`src/rtl/spi_mstr_mss_if.sv`:
```
// ---------------------------------------------------------------------------
// spi_mstr_mss_if
// Bundles the command-side handshake and the SPI pin signals of the
// multi-slave SPI master.
//   master modport : the SPI master itself (takes wrt/ss_sel/cmd/MISO,
//                    drives SCLK/MOSI/SS_n/busy/done/data/err)
//   slave modport  : the sequencer / pin side facing the master
// Widths follow DATA_W / NUM_SS / SS_W and must match the master instance.
// ---------------------------------------------------------------------------
interface spi_mstr_mss_if #(
    parameter int DATA_W = 16,
    parameter int NUM_SS = 5,
    parameter int SS_W   = 3
) ();
    logic              wrt;
    logic [SS_W-1:0]   ss_sel;
    logic [DATA_W-1:0] cmd;
    logic              MISO;
    logic              SCLK;
    logic              MOSI;
    logic [NUM_SS-1:0] SS_n;
    logic              busy;
    logic              done;
    logic [DATA_W-1:0] data;
    logic              err;

    modport master (
        input  wrt, ss_sel, cmd, MISO,
        output SCLK, MOSI, SS_n, busy, done, data, err
    );

    modport slave (
        output wrt, ss_sel, cmd, MISO,
        input  SCLK, MOSI, SS_n, busy, done, data, err
    );
endinterface

```
`src/rtl/spi_mstr_mss.sv`:
```
// ---------------------------------------------------------------------------
// spi_mstr_mss
// Multi-slave SPI master with integrated one-cold slave-select decode.
// A transaction is SETUP (half SCLK period, SCLK idle, first bit on MOSI),
// SHIFT (DATA_W full SCLK periods, MSB first), HOLD (half period, select
// still low) and GAP (GAP_CYC cycles with every select high).
// Ports:
//   clk  : system clock
//   rst  : asynchronous active-high reset
//   bus  : spi_mstr_mss_if.master (wrt, ss_sel, cmd, MISO in;
//          SCLK, MOSI, SS_n, busy, done, data, err out)
// All outputs come straight from flops.
// ---------------------------------------------------------------------------
module spi_mstr_mss #(
    parameter int DATA_W   = 16,
    parameter int NUM_SS   = 5,
    parameter int SS_W     = 3,
    parameter int SCLK_DIV = 32,
    parameter int CPOL     = 1,
    parameter int GAP_CYC  = 8
) (
    input  logic              clk,
    input  logic              rst,
    spi_mstr_mss_if.master    bus
);

    localparam int   HALF   = SCLK_DIV / 2;
    localparam int   DIV_W  = $clog2(SCLK_DIV);
    localparam int   BIT_W  = $clog2(DATA_W + 1);
    localparam int   GAP_W  = $clog2(GAP_CYC + 1);
    localparam logic CPOL_L = (CPOL != 0) ? 1'b1 : 1'b0;

    typedef enum logic [2:0] {
        S_IDLE  = 3'd0,
        S_SETUP = 3'd1,
        S_SHIFT = 3'd2,
        S_HOLD  = 3'd3,
        S_GAP   = 3'd4
    } state_t;

    state_t              r_state;
    state_t              w_state_nxt;
    logic [DIV_W-1:0]    r_div;
    logic [DIV_W-1:0]    w_div_nxt;
    logic [BIT_W-1:0]    r_bit;
    logic [GAP_W-1:0]    r_gap;
    logic [DATA_W-1:0]   r_shift;
    logic                r_sample;
    logic                r_sclk;
    logic                r_mosi;
    logic [NUM_SS-1:0]   r_ss_n;
    logic                r_busy;
    logic                r_done;
    logic [DATA_W-1:0]   r_data;
    logic                r_err;

    logic                w_sel_ok;
    logic                w_accept;
    logic                w_illegal;
    logic                w_half_end;
    logic                w_per_end;
    logic                w_last_bit;
    logic                w_capture;
    logic                w_shift;
    logic                w_hold_exit;
    logic                w_sclk_nxt;
    logic [NUM_SS-1:0]   w_ss_dec;

    // Extra MSB on the compare so NUM_SS == 2**SS_W is representable.
    assign w_sel_ok    = ({1'b0, bus.ss_sel} < (SS_W + 1)'(NUM_SS));
    assign w_accept    = (r_state == S_IDLE) && bus.wrt && w_sel_ok;
    assign w_illegal   = (r_state == S_IDLE) && bus.wrt && !w_sel_ok;
    assign w_half_end  = (r_div == DIV_W'(HALF - 1));
    assign w_per_end   = (r_div == DIV_W'(SCLK_DIV - 1));
    assign w_last_bit  = (r_bit == BIT_W'(DATA_W - 1));
    // MISO is captured on the edge that takes SCLK away from idle,
    // and the shift happens on the edge that returns SCLK to idle.
    assign w_capture   = (r_state == S_SHIFT) && w_half_end;
    assign w_shift     = (r_state == S_SHIFT) && w_per_end;
    assign w_hold_exit = (r_state == S_HOLD) && w_half_end;

    // One-cold decode of the requested slave select.
    always_comb begin
        w_ss_dec = '1;
        for (int i = 0; i < NUM_SS; i++) begin
            w_ss_dec[i] = (bus.ss_sel != SS_W'(i));
        end
    end

    // State register.
    always_ff @(posedge clk or posedge rst) begin
        if (rst) begin
            r_state <= S_IDLE;
        end else begin
            r_state <= w_state_nxt;
        end
    end

    // Next-state and divider-counter logic.
    always_comb begin
        w_state_nxt = r_state;
        w_div_nxt   = '0;
        case (r_state)
            S_IDLE: begin
                if (w_accept) begin
                    w_state_nxt = S_SETUP;
                end else begin
                    w_state_nxt = S_IDLE;
                end
            end
            S_SETUP: begin
                if (w_half_end) begin
                    w_state_nxt = S_SHIFT;
                end else begin
                    w_div_nxt = r_div + DIV_W'(1);
                end
            end
            S_SHIFT: begin
                if (w_per_end) begin
                    w_div_nxt = '0;
                    if (w_last_bit) begin
                        w_state_nxt = S_HOLD;
                    end else begin
                        w_state_nxt = S_SHIFT;
                    end
                end else begin
                    w_div_nxt = r_div + DIV_W'(1);
                end
            end
            S_HOLD: begin
                if (w_half_end) begin
                    w_state_nxt = S_GAP;
                end else begin
                    w_div_nxt = r_div + DIV_W'(1);
                end
            end
            S_GAP: begin
                if (r_gap == GAP_W'(GAP_CYC - 1)) begin
                    w_state_nxt = S_IDLE;
                end else begin
                    w_state_nxt = S_GAP;
                end
            end
            default: begin
                w_state_nxt = S_IDLE;
            end
        endcase
    end

    // SCLK leaves idle only in the second half of each SHIFT bit period;
    // it is derived from the next state so the flop lines up with it.
    always_comb begin
        if ((w_state_nxt == S_SHIFT) && (w_div_nxt >= DIV_W'(HALF))) begin
            w_sclk_nxt = ~CPOL_L;
        end else begin
            w_sclk_nxt = CPOL_L;
        end
    end

    // Datapath: counters, shift register, selects and status outputs.
    always_ff @(posedge clk or posedge rst) begin
        if (rst) begin
            r_div    <= '0;
            r_bit    <= '0;
            r_gap    <= '0;
            r_shift  <= '0;
            r_sample <= 1'b0;
            r_sclk   <= CPOL_L;
            r_mosi   <= 1'b0;
            r_ss_n   <= '1;
            r_busy   <= 1'b0;
            r_done   <= 1'b0;
            r_data   <= '0;
            r_err    <= 1'b0;
        end else begin
            r_div  <= w_div_nxt;
            r_sclk <= w_sclk_nxt;
            r_err  <= w_illegal;
            r_busy <= (w_state_nxt != S_IDLE);
            if (r_state == S_GAP) begin
                r_gap <= r_gap + GAP_W'(1);
            end else begin
                r_gap <= '0;
            end
            if (w_accept) begin
                r_shift <= bus.cmd;
                r_mosi  <= bus.cmd[DATA_W-1];
                r_ss_n  <= w_ss_dec;
                r_bit   <= '0;
                r_done  <= 1'b0;
            end else if (w_capture) begin
                r_sample <= bus.MISO;
            end else if (w_shift) begin
                r_shift <= {r_shift[DATA_W-2:0], r_sample};
                r_mosi  <= r_shift[DATA_W-2];
                r_bit   <= r_bit + BIT_W'(1);
            end else if (w_hold_exit) begin
                r_ss_n <= '1;
                r_data <= r_shift;
                r_done <= 1'b1;
                r_mosi <= 1'b0;
            end else begin
                r_shift <= r_shift;
            end
        end
    end

    assign bus.SCLK = r_sclk;
    assign bus.MOSI = r_mosi;
    assign bus.SS_n = r_ss_n;
    assign bus.busy = r_busy;
    assign bus.done = r_done;
    assign bus.data = r_data;
    assign bus.err  = r_err;

endmodule
```
`src/flat_wrapper.sv`:
```
// flat-port wrapper written by rule: the top's interface ports become plain ports
module spi_mstr_mss_flat 
#(
    parameter int DATA_W   = 16,
    parameter int NUM_SS   = 5,
    parameter int SS_W     = 3,
    parameter int SCLK_DIV = 32,
    parameter int CPOL     = 1,
    parameter int GAP_CYC  = 8
)
  (clk, rst, bus_wrt, bus_ss_sel, bus_cmd, bus_MISO, bus_SCLK, bus_MOSI, bus_SS_n, bus_busy, bus_done, bus_data, bus_err);
  spi_mstr_mss_if #(.DATA_W(DATA_W), .NUM_SS(NUM_SS), .SS_W(SS_W)) bus_i ();
  input  logic clk;
  input  logic rst;
  input wire logic [$bits(bus_i.wrt)-1:0] bus_wrt;
  input wire logic [$bits(bus_i.ss_sel)-1:0] bus_ss_sel;
  input wire logic [$bits(bus_i.cmd)-1:0] bus_cmd;
  input wire logic [$bits(bus_i.MISO)-1:0] bus_MISO;
  output wire logic [$bits(bus_i.SCLK)-1:0] bus_SCLK;
  output wire logic [$bits(bus_i.MOSI)-1:0] bus_MOSI;
  output wire logic [$bits(bus_i.SS_n)-1:0] bus_SS_n;
  output wire logic [$bits(bus_i.busy)-1:0] bus_busy;
  output wire logic [$bits(bus_i.done)-1:0] bus_done;
  output wire logic [$bits(bus_i.data)-1:0] bus_data;
  output wire logic [$bits(bus_i.err)-1:0] bus_err;
  assign bus_i.wrt = bus_wrt;
  assign bus_i.ss_sel = bus_ss_sel;
  assign bus_i.cmd = bus_cmd;
  assign bus_i.MISO = bus_MISO;
  assign bus_SCLK = bus_i.SCLK;
  assign bus_MOSI = bus_i.MOSI;
  assign bus_SS_n = bus_i.SS_n;
  assign bus_busy = bus_i.busy;
  assign bus_done = bus_i.done;
  assign bus_data = bus_i.data;
  assign bus_err = bus_i.err;
  spi_mstr_mss #(.DATA_W(DATA_W), .NUM_SS(NUM_SS), .SS_W(SS_W), .SCLK_DIV(SCLK_DIV), .CPOL(CPOL), .GAP_CYC(GAP_CYC)) u_core (.clk(clk), .rst(rst), .bus(bus_i));
endmodule
```
`config.mk`:
```
export PLATFORM = sky130hd
export DESIGN_NAME = spi_mstr_mss_flat
export DESIGN_NICKNAME = d
export VERILOG_FILES = /design/src/rtl/spi_mstr_mss_if.sv /design/src/rtl/spi_mstr_mss.sv /design/src/flat_wrapper.sv
export SDC_FILE = /design/constraint.sdc
export NUM_CORES = 1
export LEC_CHECK = 0
export BUFFER_PORTS_ARGS = -buffer_cell sky130_fd_sc_hd__buf_4
export CORE_MARGIN = 2
export CORE_UTILIZATION = 50
export CTS_CLUSTER_SIZE = 16
export DETAILED_ROUTE_END_ITERATION = 16
export MAX_ROUTING_LAYER = met4
export PLACE_DENSITY = 0.73
export SLEW_MARGIN = 20
export SYNTH_ARGS = -nofsm -noshare
export SYNTH_HDL_FRONTEND = slang
export SYNTH_SLANG_ARGS = --single-unit
```
`constraint.sdc`:
```
create_clock -name clk -period 4.4 [get_ports clk]
set_clock_uncertainty 0.1 [all_clocks]
set_input_delay 0 -clock clk [delete_from_list [all_inputs] [get_ports clk]]
set_output_delay 0 -clock clk [all_outputs]
set_load 0.01 [all_outputs]
```
# Yosys cells after proc, flatten, opt, wreduce, memory -nomap -nowiden
# Index checks and enable logic that the tools add are counted.
dict set report classes {
  n_reduce_logical 20
  mux 30
  n_addsub 3
  n_lt_le_gt_ge 2
  bitwise 3
  eq_ne 15
}
# op n
set op_table {}
lappend op_table {{16-bit two-way mux} 3}
lappend op_table {{5-bit two-way mux} 9}
lappend op_table {{3-bit one-hot mux with 5 select lines} 1}
lappend op_table {{3-bit two-way mux} 4}
lappend op_table {{1-bit two-way mux} 11}
lappend op_table {{5-bit by 1-bit adder with 5-bit output, second input constant} 2}
lappend op_table {{5-bit by 4-bit == test with 1-bit output, second input constant} 2}
lappend op_table {{5-bit one-hot mux with 2 select lines} 1}
lappend op_table {{3-bit by 2-bit == test with 1-bit output, second input constant} 3}
lappend op_table {{3-bit nonzero test} 3}
lappend op_table {{1-bit logical AND} 7}
lappend op_table {{3-bit by 2-bit != test with 1-bit output, second input constant} 2}
lappend op_table {{2-bit AND reduction} 3}
lappend op_table {{5-bit == test, second input constant} 1}
lappend op_table {{5-bit greater-or-equal comparator, second input constant} 1}
lappend op_table {{4-bit by 1-bit adder with 4-bit output, second input constant} 1}
lappend op_table {{4-bit by 3-bit == test with 1-bit output, second input constant} 1}
lappend op_table {{4-bit two-way mux} 1}
lappend op_table {{2-bit by 1-bit != test with 1-bit output, second input constant} 2}
lappend op_table {{4-bit AND reduction} 1}
lappend op_table {{2-bit nonzero test} 2}
lappend op_table {{3-bit by 1-bit == test with 1-bit output, second input constant} 1}
lappend op_table {{3-bit == test, second input constant} 1}
lappend op_table {{3-bit zero test} 1}
lappend op_table {{7 further kinds} 9}
dict set report totals {
  register_bits 60
  output_inout_bits 26
}

# Depth between registers and ports, before layout
# Gate-level depths: netlist of run 1.
dict set report depth {
  depth_word 8
  depth_mapped 7
  ltp_nobuf 7
}

# Least setup slack after synthesis of run 1
# OpenSTA, ideal clock, no wires.
dict set report synth_path {
  kind {flip-flop to flip-flop}
  start {reg u_core.r_div[0]}
  end {reg u_core.r_shift[7]}
  period_less_slack_ps 2169
  path_slack_ps 2231
  arrival_time_ps 1946
  path_buffers 1
  stages_incl_launch_ff 8
  path_cell_list {dfrtp_1 > ha_1 > and3_1 > ha_1 > nand4bb_1 > clkbuf_1 > or3_1 > o221a_2}
}
dict set report synth_via {
  elab_chain_cells 4
  elab_cells_between_ends 7
  cone_classes {3 x eq/ne; 4 x reduce/logical}
}
# item line
set synth_rtl {}
lappend synth_rtl {{start, declared} spi_mstr_mss.sv:43} ;# logic [DIV_W-1:0] r_div;
lappend synth_rtl {{start signal, assigned} spi_mstr_mss.sv:176} ;# r_div <= w_div_nxt;
lappend synth_rtl {{5-bit by 4-bit == test with 1-bit output or 5-bit == test (tied branches)} {spi_mstr_mss.sv:73, spi_mstr_mss.sv:74}}
lappend synth_rtl {{1-bit logical AND, on equally long branches} {spi_mstr_mss.sv:78, spi_mstr_mss.sv:79}}
lappend synth_rtl {{2-bit by 1-bit != test with 1-bit output (no source line) or 2-bit nonzero test (tied branches)} -}
lappend synth_rtl {{2-bit AND reduction (no source line) (*)} -}
lappend synth_rtl {{end signal, assigned} spi_mstr_mss.sv:186} ;# r_shift <= bus.cmd;
lappend synth_rtl {{end signal, assigned} spi_mstr_mss.sv:194} ;# r_shift <= {r_shift[DATA_W-2:0], r_sample};
lappend synth_rtl {{end signal, assigned} spi_mstr_mss.sv:203} ;# r_shift <= r_shift;
lappend synth_rtl {{end, declared} spi_mstr_mss.sv:47} ;# logic [DATA_W-1:0] r_shift;
# Mark *: on every way between the ends. The rest lies on a longest branch, timed or not.
# A chain may end at the register's enable or synchronous reset.

# Final worst setup path of run 1
dict set report layout_path {
  start {reg u_core.r_state[2]}
  end {reg u_core.r_ss_n[3] (netlist: u_core.bus.SS_n[3])}
}
dict set report layout_via {
  elab_chain_cells 5
  elab_cells_between_ends 13
  cone_classes {4 x eq/ne; 1 x mux; 8 x reduce/logical}
}
# item line
set layout_rtl {}
lappend layout_rtl {{start, declared} spi_mstr_mss.sv:41} ;# state_t r_state;
lappend layout_rtl {{start signal, assigned} spi_mstr_mss.sv:95} ;# r_state <= w_state_nxt;
lappend layout_rtl {{3-bit zero test} spi_mstr_mss.sv:71} ;# assign w_accept = (r_state == S_IDLE) && bus.wrt && w_sel_ok;
lappend layout_rtl {{1-bit logical AND (2 in a row)} spi_mstr_mss.sv:71}
lappend layout_rtl {{2-bit by 1-bit != test with 1-bit output (no source line) or 2-bit nonzero test (tied branches)} -}
lappend layout_rtl {{3-bit AND reduction (no source line)} -}
lappend layout_rtl {{end signal, assigned} spi_mstr_mss.sv:188} ;# r_ss_n <= w_ss_dec;
lappend layout_rtl {{end, declared} spi_mstr_mss.sv:51} ;# logic [NUM_SS-1:0] r_ss_n;
# Parallel ways exist; a longest one is shown, timed or not.

==> metrics.md, run 1 <==
| Metric | Value |
|---|---|
| Avg Cell Area, Syn | 9.856 µm² |
| Sequential Power Share | 49.0% |
| Largest net degree at the start of global routing | around 60 |
| Setup TNS | 0 ns |
| H-tree Lvls | 3 |
| ANT nets after route | 0 |
| Final Cycle Share | between 60% and 70% |
| CP Cell Sequence | or4b_1 -> nor2_1 -> a32oi_1 -> dlygate4sd3_1 |
| Post-route DRC | 0 |
| Post-CTS Setup Inserts | 0 |
| Hold Startpoint | bus_wrt |
| Count of state elements after synthesis | 60 |
| Worst Path Buf+Inv | 1 |
| Grt ovf | 0 |
| WP data arrival | 3.14 ns |
| Yosys warns | 0 |
| Slew HR | a little under two fifths |
| Switching Share | between 20% and 30% |
| Input/output buffers | 48 |
| Post-DP HPWL | roughly 3.7 mm |
| Hold Path End | u_core.bus.SS_n[0]$_DFFE_PP1P_ |
| Status | finished, final reports clean |
| Max frequency | between 300 and 400 MHz |
| CP max stage delay | slightly below 1 ns |
| Maximum vdd drop | 190.0 µV |
| Boundary Pins | 49 |
| Cells after synthesis | ~280 |
| Core area | between 0.005 and 0.006 mm² |
| Vias in the first global route | roughly 2200 |
| Critical Path Stages | 4 |
| Ys async rst share | 100.0% |
| Nets | 374 |
| Reg2reg start | u_core.r_state[2]$_DFF_PP0_ |
| RSZ-0062 raised after global routing | no |
| Top_reg_cell synth | dfrtp_1 |
| Filler instances | 407 |
| Maxcap violations | 0 |
| Min-Delay Path Class | primary input to register |
| Cell Rows | 26 |
| Clock power share | between 40 and 50% |
| Die width | 77.90 µm |
| Number of enable flip-flop cells after synthesis | 0 |
| Design area | 0.003558 mm² |
| Worst-path clk slew | about 0.06 ns |
| Sequential-to-total area share from yosys stat | a little under three fifths |
| P_leak | ~1.7 nW |
| Fin. max-slew vios | 0 |
| Commonest cells in the netlist | dfrtp_1, nand2_1, o21ai_0 |
| Vias per cell | 5.446 |
| Drt wl/cell | about 15 µm |
| Distinct cells, synth | between 40 and 50 |
| Setup slack, reg-to-reg | between 1 and 1.5 ns |
| Worst R2R Path Depth | 4 |
| Vias | around 2300 |
| Hold Vio Cnt, Final | 0 |
| Clock root cell | clkbuf_8 |
| Type of origin of the critical path | register |
| Int Pwr | 927.6 µW |
| DIE HEIGHT | 77.90 µm |
| Initial Utilization | approximately 53% |
| Yosys top cell by area | dfrtp_1 |
| Setup CP Type | register to register |
| Initial drt markers | approximately 130 |
| Tightest Pin Transition | ~0.94 ns |
| Sw power | ~250 µW |
| Worst R2R End | u_core.bus.SS_n[3]$_DFFE_PP1P_ |
| Post-Route WL | 6.128 mm |
| Area contributors post-synth | dfrtp_1, nand2_1, dfstp_2 |
| Worst setup EP type | register |
| Layout cell share with drive strength beyond 1 | 23.34% |
| ANT cells | 0 |
| Final min period | about 3 ns |
| Clock Tree Buf Depth | 2 |
| Hold Path Cell Cnt | 4 |
| Final setup viols | 0 |
| Post-synth top area share | 49.50% |
| Crit path max-delay cell type | or4b_1 |
| Total global-route track usage | 22.66% |
| Comb power frac | approximately 6.6% |
| Num CTS Buffers | 9 |
| Post-synthesis net count | 307 |
| Pwr Density | between 300 and 400 mW/mm² |
| Syn-to-layout area delta | 30.34% |
| WP data required | around 4.6 ns |
| Initial antenna violation count | 0 |
| First-pass GRT wire length | 10.34 mm |
| Crit path max-delay family | simple AND/OR/NAND/NOR gates |
| Router iterations before antenna repair | 4 |
| Worst-path fanout max | 35 |
| Cell Area, Placed | 0.003119 mm² |
| Post-Syn Area | 0.002730 mm² |
| Worst skew pair latency | roughly 0.34 ns |
| Global placement routability congestion | slightly below 0.8 |
| Cts hold-fix bufs | 23 |
| # clock sinks | 60 |
| Top-count cell post-synth | dfrtp_1 |
| Die outline area | roughly 0.0061 mm² |
| CTS tree | yes |
| Post-CTS sizing | 0 |
==> power groups by stage <==
stage | clock (mW) | combinational, mW | sequential (mW)
floorplan | 0 | 0.0324 | 0.587
finish | 0.525 | 0.0782 | 0.579
global placement | 0 | 0.0613 | 0.588
CTS | 0.531 | 0.0788 | 0.579
detailed placement | 0 | 0.0625 | 0.588
global route | 0.556 | 0.0883 | 0.581
==> how the worst max path moves through the flow <==
stage | startpoint | endpoint
5_1_grt | u_core.r_div[0]$_DFF_PP0_ | u_core.bus.SS_n[3]$_DFFE_PP1P_
6_report | u_core.r_state[2]$_DFF_PP0_ | u_core.bus.SS_n[3]$_DFFE_PP1P_
3_3_place_gp | u_core.r_div[0]$_DFF_PP0_ | u_core.r_bit[3]$_DFFE_PP0P_
3_5_place_dp | u_core.r_div[0]$_DFF_PP0_ | u_core.r_bit[3]$_DFFE_PP0P_
4_1_cts | u_core.r_state[2]$_DFF_PP0_ | u_core.bus.SS_n[3]$_DFFE_PP1P_
2_1_floorplan | u_core.r_div[0]$_DFF_PP0_ | u_core.r_shift[7]$_DFFE_PP0P_
==> state kept, by name, indices dropped and copies added, names as in the netlist <==
| register | flops |
|---|---|
| u_core.r_sample | 1 |
| u_core.r_div | 5 |
| u_core.bus.SCLK | 1 |
| u_core.bus.busy | 1 |
| u_core.bus.done | 1 |
| u_core.r_gap | 4 |
| u_core.r_state | 3 |
| u_core.bus.MOSI | 1 |
| u_core.bus.err | 1 |
| u_core.bus.data | 16 |
| u_core.bus.SS_n | 5 |
| u_core.r_bit | 5 |
| u_core.r_shift | 16 |
==> metal layers <==
| layer | routed length (µm) | track usage (%) |
|---|---|---|
| met1 | 2791 | 27.73 |
| met4 | 123 | 9.649 |
| met3 | 252 | 5.349 |
| met5 | 0 | - |
| met2 | 2960 | 36.21 |
==> layout make-up <==
class	instances	area (µm²)	share of cell area [%]
multi-input cells	191	1117	31.40
clock buffers	13	178.9	5.028
flip-flops and latches	60	1509	42.41
well taps	70	87.58	2.461
inverters	10	37.54	1.055
repair buffers	72	598.1	16.81
clock inverters	1	30.03	0.8439
==> tightest hold or removal path, stage by stage <==
cell	delay, ns
buf_4	0.11
nor4b_1	0.17
a21oi_1	0.28
a22oi_1	0.12
==> cell usage in the layout (no fill, tap or decap), drive strengths merged, types with 3 or more instances in the layout <==
cell,n
dfstp,6
clkbuf,13
o22ai,3
a21oi,8
nand2,53
nor2,15
buf,49
dfrtp,54
o221a,5
nand3,16
or3,8
dlygate4sd3,23
nand4b,3
o21ai,19
a31oi,12
nor3,11
inv,10
ha,7
==> stage by stage <==
stage / worst slack (ns) / instances / hold WS [ns] / total power, mW / utilization [%]
detailed placement: 1.506 / 380 / 0.1047 / 0.6507 / 60.30
global placement: 1.603 / 380 / 0.1003 / 0.6494 / 60.30
CTS: 1.466 / 417 / 0.2410 / 1.189 / 68.80
global route: 1.253 / 417 / 0.2807 / 1.225 / 68.80
floorplan: 2.231 / 277 / -0.02377 / 0.6189 / -
finish: 1.429 / 417 / 0.2536 / 1.182 / 68.80
==> cell families (layout without fill, tap and decap cells) <==
group                    Yosys count  after routing  synth area share [%]
adder cells (fa/ha/maj)            7              7                 3.208
XOR/XNOR                           4              4                 1.283
multiplexers                       2              2                0.7791
AO/OA/AOI/OAI                     56             56                 13.52
buffers and inverters             26             96                 3.804
AND/OR/NAND/NOR                  122            122                 22.14
flip-flops                        60             60                 55.27
No activity file was read; power rests on OpenSTA's default activity.
==> run 2: changes to the inputs <==
--- a/config.mk
+++ b/config.mk
@@ -5,13 +5,14 @@
 export SDC_FILE = /design/constraint.sdc
 export NUM_CORES = 1
 export LEC_CHECK = 0
+export ABC_AREA = 1
 export BUFFER_PORTS_ARGS = -buffer_cell sky130_fd_sc_hd__buf_4
 export CORE_MARGIN = 2
 export CORE_UTILIZATION = 50
 export CTS_CLUSTER_SIZE = 16
 export DETAILED_ROUTE_END_ITERATION = 16
 export MAX_ROUTING_LAYER = met4
-export PLACE_DENSITY = 0.73
+export PLACE_DENSITY = 0.75
 export SLEW_MARGIN = 20
 export SYNTH_ARGS = -nofsm -noshare
 export SYNTH_HDL_FRONTEND = slang
==> constraint.sdc (replaced) <==
create_clock -name clk -period 2.6 [get_ports clk]
set_clock_uncertainty 0.1 [all_clocks]
set_input_delay 0 -clock clk [delete_from_list [all_inputs] [get_ports clk]]
set_output_delay 0 -clock clk [all_outputs]
set_load 0.01 [all_outputs]
==> run 2 against run 1 <==
Compared with the run above:
- count of clock-buffer cells in the layout is 3 lower
- first-iteration DRC count up 0.76%
- register-to-register slack worse by 1.1 ns
- combinational power increased by 18%
- via count is 5.4% higher
- wire length barely moved
- sequential power rose by 62%
==> metrics.md, run 2 <==
| Metric | Value |
|---|---|
| Hold Vio Cnt, Final | 0 |
| Post-Syn Area | approximately 0.0028 mm² |
| Input/output buffers | 48 |
| Count of state elements after synthesis | 60 |
| Slew HR | between 50% and 60% |
| Post-DP HPWL | 4.253 mm |
| Ys async rst share | between 90% and 100% |
| Type of origin of the critical path | register |
| Top_reg_cell synth | dfrtp_1 |
| Maxcap violations | 0 |
| Post-synth top area share | between 40% and 50% |
| Worst-path clk slew | roughly 0.07 ns |
| DIE HEIGHT | roughly 80 µm |
| Clock Tree Buf Depth | 2 |
| Router iterations before antenna repair | 4 |
| Setup TNS | 0 ns |
| Tightest Pin Transition | 0.6788 ns |
| Power, Total | about 2 mW |
| Commonest cells in the netlist | nand2_1, dfrtp_1, inv_1 |
| Vias | roughly 2400 |
| End of the critical path | u_core.bus.SS_n[1]$_DFFE_PP1P_ |
| Syn-to-layout area delta | 31.48% |
| Pre-CTS setup slack | slightly below 0.4 ns |
| Final Cycle Share | 86.24% |
| Avg Cell Area, Syn | 8.324 µm² |
| CP max stage delay | 0.51 ns |
| Largest net degree at the start of global routing | 27 |
| WP data required | 2.78 ns |
| Worst skew pair latency | roughly 0.34 ns |
| Initial drt markers | ~130 |
| Top-count cell post-synth | nand2_1 |
| # clock sinks | 60 |
| Boundary Pins | 49 |
| Num CTS Buffers | 9 |
| Worst-path fanout max | 14 |
| Min-Delay Path Class | primary input to async pin |
| Cts hold-fix bufs | 24 |
| Vias in the first global route | approximately 2300 |
| Final setup viols | 0 |
| Cells after synthesis | 340 |
| Distinct cells, synth | 26 |
| Yosys top cell by area | dfrtp_1 |
| Post-synthesis net count | 370 |
| ANT cells | 0 |
| Sequential-to-total area share from yosys stat | between 50% and 60% |
| First-pass GRT wire length | between 10 and 15 mm |
| Total global-route track usage | ~23% |
| CP Cell Sequence | ha_1 -> nand3_1 -> inv_1 -> ha_1 -> nand3_1 -> nand2_1 -> o21ai_1 -> nand2_1 |
| Design area | roughly 0.0037 mm² |
| H-tree Lvls | 3 |
| Die width | roughly 79 µm |
| Placed cells | between 400 and 500 |
| Setup CP Type | register to register |
| Nets | between 400 and 500 |
| Most common cell after layout, fill and taps aside | nand2_1 |
| Post-Route WL | between 6 and 7 mm |
| Worst R2R End | u_core.bus.SS_n[1]$_DFFE_PP1P_ |
| Initial Utilization | around half |
| CTS tree | yes |
| Drt wl/cell | 12.40 µm |
| Reg2reg start | u_core.r_div[0]$_DFF_PP0_ |
| WP data arrival | roughly 2.4 ns |
| Status | finished, final reports clean |
| Post-CTS Setup Inserts | 0 |
| Post-CTS sizing | 0 |
| Core area | between 0.005 and 0.006 mm² |
| Cell Area, Placed | between 0.003 and 0.004 mm² |
| Post-route DRC | 0 |
| Setup slack, reg-to-reg | roughly 0.36 ns |
| Maximum vdd drop | between 400 and 500 µV |
| CP Launch Point | u_core.r_div[0]$_DFF_PP0_ |
| Pwr Density | ~530 mW/mm² |
| RSZ-0062 raised after global routing | no |
| Area contributors post-synth | dfrtp_1, nand2_1, dfstp_2 |
| Vias per cell | just under 5 |
| Layout cell share with drive strength beyond 1 | between 20% and 30% |
| Worst R2R Path Depth | 8 |
| ANT nets after route | 0 |
| Yosys warns | 0 |
| Number of enable flip-flop cells after synthesis | 0 |
| Global placement routability congestion | approximately 0.84 |
| Setup ws final | 0.3577 ns |
| Worst Path Buf+Inv | 1 |
| P_leak | about 2.0 nW |
| Post-route insts no fill | just under 500 |
| Initial antenna violation count | 0 |
| Final min period | roughly 2.2 ns |
| Fin. max-slew vios | 0 |
| Die outline area | between 0.006 and 0.007 mm² |
| Crit path max-delay family | simple AND/OR/NAND/NOR gates |
| Max frequency | between 400 and 500 MHz |
| Critical Path Stages | 8 |
| Commonest cells after routing, fill and taps aside | nand2_1, dfrtp_1, buf_4 |
| Cell Rows | 27 |
| Worst setup EP type | register |
| Crit path max-delay cell type | nand3_1 |
| Grt ovf | 0 |
| Clock root cell | clkbuf_8 |
## run 2: worst min-delay path by stage
stage	depth (start not counted)	slack, ns	endpoint	start
after global placement	2	-0.11	u_core.bus.data[8]$_DFFE_PP0P_	rst
after global routing	3	0.11	u_core.r_shift[2]$_DFFE_PP0P_	rst
after detailed placement	2	-0.11	u_core.bus.data[6]$_DFFE_PP0P_	rst
final	3	0.08	u_core.bus.data[4]$_DFFE_PP0P_	rst
after CTS	3	0.08	u_core.bus.data[4]$_DFFE_PP0P_	rst
after floorplan	2	0.06	u_core.bus.SS_n[0]$_DFFE_PP1P_	bus_ss_sel[2]
## run 2: stage by stage
step | hold slack [ns] | utilization, %
after floorplan | 0.05539 | -
after global placement | -0.1114 | 59.49
after detailed placement | -0.1106 | 59.49
after CTS | 0.08093 | 67.99
after global routing | 0.1050 | 67.99
final | 0.07676 | 67.99
## run 2: worst min-delay path, stage by stage
cell	delay, ns
dlygate4sd3_1	0.53
buf_4	0.13
inv_2	0.25
## run 2: final cells by class
| type | count | area [µm²] |
|---|---|---|
| clock buffers | 10 | 137.6 |
| clock inverters | 6 | 87.58 |
| fillers | 445 | 1752 |
| inverters | 42 | 157.7 |
| multi-input cells | 227 | 1089 |
| flip-flops and latches | 60 | 1509 |
| well taps | 72 | 90.09 |
| repair buffers | 77 | 650.6 |
## run 2: layer usage
layer	vias to the layer above	share of wire, %	GRT usage (%)
met1	1105	45	28.60
met5	-	0	-
li1	1218	-	-
met3	8	4.8	4.091
met4	0	1.1	8.448
met2	62	49	36.69
## run 2: cells by family after synthesis
family,Yosys count,share of synthesized area [%]
fa+ha+maj,7,3.094
buf+inv,53,8.223
simple gates,192,29.62
xor+xnor,4,1.238
compound gates,24,4.509
flops,60,53.32
## run 2: report_power, final
group          total, mW  internal (mW)  switching (mW)
logic             0.0924         0.0496          0.0427
clock network      0.932          0.565           0.367
registers          0.936          0.935        0.000561
==> run 3: changes to the inputs <==
--- a/config.mk
+++ b/config.mk
@@ -7,7 +7,6 @@
 export LEC_CHECK = 0
 export ABC_AREA = 1
 export BUFFER_PORTS_ARGS = -buffer_cell sky130_fd_sc_hd__buf_4
-export CORE_MARGIN = 2
 export CORE_UTILIZATION = 50
 export CTS_CLUSTER_SIZE = 16
 export DETAILED_ROUTE_END_ITERATION = 16
==> run 3 against run 2 <==
Compared with the run above:
- count of clock-buffer cells in the layout grew 1
- fmax is 7.9% higher
- critical path depth grew 2
- clock power shrank 0.5%
- sequential share of layout area grew 0.15 points
- wire length rose by 4.4%
- cell count grew 0.20%
- total power shrank 0.18%
- critical path type unchanged
- largest cell class unchanged
==> metrics.md, run 3 (synthesis gave the netlist of run 2 again) <==
| Metric | Value |
|---|---|
| Die outline area | slightly below 0.006 mm² |
| Maximum vdd drop | just under 400 µV |
| Setup CP Type | register to register |
| Initial drt markers | ~230 |
| Max frequency | just under 500 MHz |
| Clock Tree Buf Depth | 2 |
| Router iterations before antenna repair | 4 |
| Post-route DRC | 0 |
| Setup ws final | around 0.52 ns |
| Crit path max-delay family | simple AND/OR/NAND/NOR gates |
| Commonest cells after routing, fill and taps aside | nand2_1, buf_4, dfrtp_1 |
| Total global-route track usage | around 25% |
| Core area | 0.005473 mm² |
| Vias | between 2000 and 2500 |
| Final Cycle Share | 79.94% |
| First-pass GRT wire length | 11.12 mm |
| Initial Utilization | 51.71% |
| Cell Area, Placed | 0.003251 mm² |
| Worst setup EP type | register |
| Maxcap violations | 0 |
| Vias in the first global route | between 2000 and 2500 |
| Status | finished, final reports clean |
| Pre-CTS setup slack | about 0.55 ns |
| Drt wl/cell | 12.92 µm |
| Sw power | about 410 µW |
| RSZ-0062 raised after global routing | no |
| Global placement routability congestion | around 0.88 |
| Cell Rows | 27 |
| Worst skew pair latency | 0.34 ns |
| H-tree Lvls | 3 |
| Hold Vio Cnt, Final | 0 |
| Layout cell share with drive strength beyond 1 | 21.28% |
| WP data arrival | 2.25 ns |
| Comb power frac | under 10% |
| Syn-to-layout area delta | 30.99% |
| Boundary Pins | approximately 50 |
| Final setup viols | 0 |
| Post-DP HPWL | a little over 4 mm |
| Clock power share | roughly 47% |
| Tightest Pin Transition | approximately 0.46 ns |
| Most common cell after layout, fill and taps aside | nand2_1 |
| DIE HEIGHT | 77.24 µm |
| Input/output buffers | between 40 and 50 |
| Type of origin of the critical path | register |
| Num CTS Buffers | 9 |
| Slew HR | between 60 and 70% |
| ANT nets after route | 0 |
| Vias per cell | slightly below 5 |
| Sequential Power Share | between 40% and 50% |
| ANT cells | 0 |
| WP data required | approximately 2.8 ns |
| CP Cell Sequence | ha_1 -> nand3_1 -> inv_1 -> ha_1 -> inv_1 -> nand4_1 -> nand2_1 -> buf_4 -> nor2_1 -> nor2_1 |
| Min-Delay Path Class | primary input to async pin |
| Worst-path clk slew | roughly 0.07 ns |
| Power, Total | 1.957 mW |
| Clock root cell | clkbuf_8 |
| Switching Share | between 20% and 30% |
| Largest net degree at the start of global routing | 28 |
| Grt ovf | 0 |
| # clock sinks | 60 |
| CP max stage delay | ~0.4 ns |
| Initial antenna violation count | 0 |
| Die width | 77.24 µm |
| Setup TNS | 0 ns |
| Int Pwr | around 1.5 mW |
| Pwr Density | between 500 and 600 mW/mm² |
| P_leak | between 1.5 and 2 nW |
| Final min period | between 2 and 2.5 ns |
| Fin. max-slew vios | 0 |
| Worst-path fanout max | 20 |
| Worst Path Buf+Inv | 3 |
| Post-Route WL | 6.397 mm |
| Design area | ~0.0037 mm² |
| CTS tree | yes |
| Nets | 448 |
| Crit path max-delay cell type | dfrtp_1 |
| Post-CTS sizing | 0 |
-- run 3: changes by cell type in the layout (fill, tap and decap cells not counted) --
cell      previous run  this run
buf_4               52        54
clkinv_4             2         0
clkinv_2             2         3
clkbuf_1             0         1
buf_12               1         0
-- run 3: area by class of cell --
cell class	count	area [µm²]
inverter	42	157.7
tap	72	90.09
sequential	60	1509
clock inverter	5	75.07
timing repair buffer	78	645.6
clock buffer	11	141.4
multi-input combinational	227	1089
fill	472	1765
-- run 3: layer usage --
layer | global-route usage, % | part of all wire, % | wire length [µm] | vias to the layer above
met1 | 32.79 | 47 | 2986 | 1115
met3 | 3.452 | 5.0 | 319 | 16
met2 | 37.88 | 46 | 2923 | 80
met5 | - | 0 | 0 | -
li1 | - | - | - | 1212
met4 | 13.21 | 2.6 | 167 | 0
-- run 3: power groups by stage --
stage	Clock [mW]	Combinational, mW	Sequential (mW)
6_report	0.927	0.0941	0.936
5_1_grt	0.982	0.104	0.935
4_1_cts	0.939	0.0946	0.936
3_5_place_dp	0	0.0681	0.953
3_3_place_gp	0	0.0675	0.953
2_1_floorplan	0	0.0287	0.953
-- run 3: final timing paths --
kind                                      startpoint                             end  slack, ns  cells after the start
setup / recovery           u_core.r_div[0]$_DFF_PP0_   u_core.r_shift[9]$_DFFE_PP0P_       0.52                     10
hold / removal                                   rst   u_core.r_shift[8]$_DFFE_PP0P_       0.06                      3
setup reg to reg           u_core.r_div[0]$_DFF_PP0_   u_core.r_shift[9]$_DFFE_PP0P_       0.52                     10
hold reg to reg            u_core.r_gap[0]$_DFF_PP0_       u_core.r_gap[0]$_DFF_PP0_       0.36                      1
max in group asynchronous                        rst  u_core.bus.SS_n[2]$_DFFE_PP1P_       1.65                      4
min in group clk           u_core.r_gap[0]$_DFF_PP0_       u_core.r_gap[0]$_DFF_PP0_       0.36                      1
-- run 3: timing repair --
action                    4_1_cts  5_1_grt
hold endpoints to repair       78        0
hold buffers                   24        0
buffers inserted                0        0
-- run 3: through the flow --
step	cells	hold slack, ns	utilization [%]
floorplan	340	0.05539	-
CTS	495	0.05327	67.74
finish	495	0.05584	67.74
global placement	455	-0.1336	59.40
global route	495	0.08303	67.74
detailed placement	455	-0.1359	59.40
-- run 3: worst min-delay path: stages --
cell           delay, ns
dlygate4sd3_1       0.53
buf_4               0.13
inv_2               0.21
